--- config.mk ---
export PLATFORM = sky130hd
export DESIGN_NAME = demux32
export DESIGN_NICKNAME = d
export VERILOG_FILES = /design/src/rtl/demux32.sv
export SDC_FILE = /design/constraint.sdc
export NUM_CORES = 1
export LEC_CHECK = 0
export ABC_CLOCK_PERIOD_IN_PS = 5900
export BUFFER_PORTS_ARGS = -buffer_cell sky130_fd_sc_hd__buf_2
export CORE_ASPECT_RATIO = 1.2
export CORE_MARGIN = 4
export CORE_UTILIZATION = 51
export CTS_CLUSTER_SIZE = 16
export DETAILED_ROUTE_END_ITERATION = 6
export PLACE_DENSITY = 0.85
export RECOVER_POWER = 25
export SYNTH_ARGS = -nofsm -noshare
export SYNTH_HDL_FRONTEND = slang
export SYNTH_SLANG_ARGS = --single-unit
--- constraint.sdc ---
create_clock -name clk -period 5.9 [get_ports clk]
set_input_delay 0.885 -clock clk [delete_from_list [all_inputs] [get_ports clk]]
set_output_delay 0.885 -clock clk [all_outputs]
set_load 0.02 [all_outputs]
--- src/rtl/demux32.sv ---
// Registered 1-to-4 demultiplexer: each accepted word is steered by in_sel into
// one of four single-entry output slots, each with its own handshake and delivery counter.
module demux32 #(
  parameter int WIDTH = 32,
  parameter int CNT_W = 8
) (
  input  logic               clk,
  input  logic               reset,
  input  logic [WIDTH-1:0]   in_data,
  input  logic [1:0]         in_sel,
  input  logic               in_valid,
  output logic               in_ready,
  output logic [4*WIDTH-1:0] out_data,
  output logic [3:0]         out_valid,
  input  logic [3:0]         out_ready,
  output logic [4*CNT_W-1:0] out_count
);

  // Handshake: a transfer happens on a rising edge where valid and ready are both 1.
  // in_ready depends only on in_sel, slot state and out_ready (never on in_valid);
  // a full slot stays stable until its consumer raises out_ready.

  logic [WIDTH-1:0] slot_data [4];
  logic [3:0]       slot_valid;
  logic [CNT_W-1:0] count [4];
  logic [3:0]       drain;
  logic [3:0]       load;
  logic             acc;

  // The selected slot can take a word if it is empty or emptying this cycle.
  assign in_ready = !slot_valid[in_sel] | out_ready[in_sel];
  assign acc      = in_valid & in_ready;
  assign drain    = slot_valid & out_ready;

  always_comb begin
    load = 4'b0000;
    if (acc) load[in_sel] = 1'b1;
  end

  for (genvar i = 0; i < 4; i++) begin : g_chan
    always_ff @(posedge clk or posedge reset) begin
      if (reset) begin
        slot_valid[i] <= 1'b0;
        slot_data[i]  <= '0;
      end else if (load[i]) begin
        slot_valid[i] <= 1'b1;
        slot_data[i]  <= in_data;
      end else if (drain[i]) begin
        slot_valid[i] <= 1'b0;
      end
    end

    // Delivery counter saturates at all-ones instead of wrapping.
    always_ff @(posedge clk or posedge reset) begin
      if (reset) begin
        count[i] <= '0;
      end else if (drain[i] && (count[i] != {CNT_W{1'b1}})) begin
        count[i] <= count[i] + CNT_W'(1);
      end
    end

    assign out_data[i*WIDTH +: WIDTH]  = slot_data[i];
    assign out_valid[i]                = slot_valid[i];
    assign out_count[i*CNT_W +: CNT_W] = count[i];
  end

endmodule

==> impl_metrics.env <==
export IMPL_cts_resized=0
export IMPL_worstMarginPinSlew_ns=1.02
export IMPL_die_h_um=132
export IMPL_maxCapViolations=0
export IMPL_synth_cells=432
export IMPL_final_layout_size_suffix_gt1_share_pct=55.4
export IMPL_fin_ws_ns=3.13
export IMPL_fmax_ghz=0.360
export IMPL_postCtsSetupRepairBufs=0
export IMPL_n_antenna_cell=0
export IMPL_path_clk_slew_ns=0.06
export IMPL_dpl_cell_area_um2=7620
export IMPL_io_pins=206
export IMPL_status="complete, no violations"
export IMPL_area_delta_synth_final_pct=26.7
export IMPL_fin_nets=689
export IMPL_worstPathMaxFanout=6
export IMPL_overflow=0
export IMPL_path_buf_inv=2
export IMPL_grt_pass1_wl_um=24900
export IMPL_required_ns=5.02
export IMPL_finalCritPeriodShare_pct=47.0
export IMPL_place_gp_congestion=0.893
export IMPL_total_power_mw=3.60
export IMPL_dr_first_iter_drc_count=262
export IMPL_clk_latency_ns=0.41
export IMPL_maxSlewHeadroom_pct=32.1
export IMPL_hold_viol=0
export IMPL_critical_path_top_delay_family="multiplexers"
export IMPL_cts_buffers=17
export IMPL_pwr_density_cell_nw_per_um2=438
export IMPL_drt_total_wl_um=15200
export IMPL_wire_per_inst_um=18.6
export IMPL_grt_start_max_net_pins=102
export IMPL_seq_power_share_pct=43.0
export IMPL_p_sw_mw=1.22
export IMPL_gr_usage_all_layers_pct=21.3
export IMPL_dieWidth_um=111
export IMPL_use_met2_pct=37.1
export IMPL_fin_crit_ns=2.77
export IMPL_met1_usage_pct=24.0
export IMPL_rows=44
export IMPL_antenna_found_initial=0
export IMPL_initial_core_util_pct=52.8
export IMPL_skew_ns=0.00721
export IMPL_ys_types=30
export IMPL_worstPathArrival_ns=1.89
export IMPL_grt_use_met3_pct=6.53
export IMPL_die_area_um2=14600
export IMPL_cp_end_kind="primary output"
export IMPL_htreeDepth=4
export IMPL_critical_path_cell_chain="clkbuf_1, mux4_2, buf_2"
export IMPL_dp_cells=786
export IMPL_p_leak_nw=3.92
export IMPL_ctsRootBufferMaster="clkbuf_16"
export IMPL_synth_seq_cells=164
export IMPL_p_int_mw=2.38
export IMPL_setup_violations_final=0
export IMPL_seq_area_frac_synth_pct=63.3
export IMPL_peakVddDrop_uv=258
export IMPL_power_frac_comb_pct=26.4
export IMPL_coreArea_um2=12300
export IMPL_grt_busiest_layer="met2"
export IMPL_syn_area_um2=6480
export IMPL_setup_tns_ns=0
export IMPL_hold_buffers=0
export IMPL_synth_nets=477
export IMPL_grt_pass1_vias=4808
export IMPL_clock_sinks=164
export IMPL_power_share_switching_pct=33.8
export IMPL_rsz0062_at_grt="false"
export IMPL_drc_errors=0
export IMPL_ant_nets=0
export IMPL_final_area_um2=8210
export IMPL_yosys_warnings=0
export IMPL_via_per_inst=5.34
export IMPL_critPathSlowestCell="mux4_2"
export IMPL_place_hpwl_um=10800
export IMPL_vias=4368
export IMPL_syn_area_per_cell_um2=15.0
export IMPL_cp_start_kind="input pin"
export IMPL_portBuffers=205
export IMPL_place_ws_ns=3.19
export IMPL_maxSlewViolCount=0
export IMPL_first_pass_iters=4
export IMPL_cp_slowest_stage_delay_ns=0.54
export IMPL_worstSetupPathType="in -> out"
export IMPL_tritoncts="yes"
export IMPL_fin_cells=818
export IMPL_pwr_share_clk_pct=30.6
export IMPL_cts_max_path_buffers=2
export IMPL_hold_path_class="reg -> reg"
## stage by stage
stage	hold WS (ns)	utilization, %
6_report	0.488	66.9
5_1_grt	0.507	66.9
4_1_cts	0.492	66.9
3_5_place_dp	0.477	62.1
3_3_place_gp	0.464	62.1
2_1_floorplan	0.607	-
## logic make-up (layout without fill, tap and decap cells)
logic type,Yosys count,in the layout,synth area share [%]
AOI/OAI and AO/OA,19,19,1.79
xor gates and xnor gates,17,17,2.30
adders and majority gates,4,4,0.772
buffers and inverters,18,243,2.01
DFF,164,164,63.3
muxes,135,135,23.6
and+or+nand+nor,75,75,6.21
## power by group through the flow
stage / logic, mW / clock network (mW) / registers [mW]
after floorplan: 0.288 / 0 / 1.85
after global placement: 0.934 / 0 / 1.54
after detailed placement: 0.962 / 0 / 1.56
after CTS: 0.964 / 1.12 / 1.55
after global routing: 1.02 / 1.17 / 1.58
final: 0.949 / 1.10 / 1.55
## registers in the layout, summed over array words and instances, names as in the netlist
| name | flops |
|---|---|
| out_data | 128 |
| out_count | 32 |
| out_valid | 4 |
## worst reg2reg max path: stages, from the launching register on
cell and delay, ns:
dfrtp_1 0.43, nand2b_1 0.13, nand3_1 0.14, nor2_4 0.79, mux2_2 0.43
## layer usage
metal / wire length [um] / part of all wire [%]
met5: 0 / 0
met4: 436 / 2.9
met3: 1010 / 6.6
met2: 8080 / 53
met1: 5680 / 37
## cell type report
| class | instances | area, um2 |
|---|---|---|
| flip-flops and latches | 164 | 4100 |
| fillers | 892 | 4070 |
| multi-input cells | 250 | 2260 |
| repair buffers | 207 | 1030 |
| clock buffers | 17 | 425 |
| well taps | 161 | 201 |
| clock inverters | 15 | 168 |
| inverters | 4 | 20.0 |
## worst paths after layout
path / start / end / slack, ns / cells past startpoint
max: in_sel[0] / in_ready / 3.13 / 3
max reg2reg: out_valid[2] / out_data[76] / 3.85 / 4
max in group asynchronous: reset / out_data[120] / 3.85 / 3
min: out_data[36] / out_data[36] / 0.49 / 1
min reg2reg: out_data[36] / out_data[36] / 0.49 / 1
min in group asynchronous: reset / out_data[115] / 0.68 / 2
## cells in the mapped netlist
| cell type | count | area, um2 |
|---|---|---|
| a41oi_1 | 1 | 8.76 |
| clkbuf_2 | 1 | 5.00 |
| ha_1 | 4 | 50.1 |
| nor3b_4 | 1 | 18.8 |
| nand4_1 | 7 | 43.8 |
| xor2_1 | 1 | 8.76 |
| nor2b_1 | 4 | 25.0 |
| a21oi_1 | 5 | 25.0 |
| nor2_2 | 1 | 6.26 |
| a31oi_1 | 10 | 62.6 |
| nor3_1 | 3 | 15.0 |
| nor2_1 | 7 | 26.3 |
| buf_2 | 4 | 20.0 |
| mux4_2 | 1 | 22.5 |
| nand3_1 | 19 | 95.1 |
| dfrtp_1 | 164 | 4100 |
| mux2_2 | 123 | 1390 |
| nand2_1 | 17 | 63.8 |
| nand2_2 | 1 | 6.26 |
| and4_1 | 3 | 26.3 |
| nand2b_1 | 5 | 31.3 |
| inv_1 | 4 | 15.0 |
| nor3b_1 | 1 | 7.51 |
| o32a_1 | 1 | 10.0 |
| xnor2_1 | 16 | 140 |
| buf_6 | 6 | 67.6 |
| o21ai_0 | 2 | 10.0 |
| and3_1 | 6 | 37.5 |
| mux2_1 | 11 | 124 |
| buf_4 | 3 | 22.5 |
## cell usage in the layout, fill, tap and decap left out, types with 6 or more instances in the layout
cell / Yosys / final
xnor2_1: 16 / 16
mux2_1: 11 / 11
and3_1: 6 / 6
nand3_1: 19 / 19
nor2_1: 7 / 7
clkbuf_16: 0 / 17
mux2_2: 123 / 123
nand4_1: 7 / 7
a31oi_1: 10 / 10
nand2_1: 17 / 16
buf_2: 4 / 200
inv_6: 0 / 8
dfrtp_1: 164 / 164
Note: power is estimated with default switching activity, not from simulation.
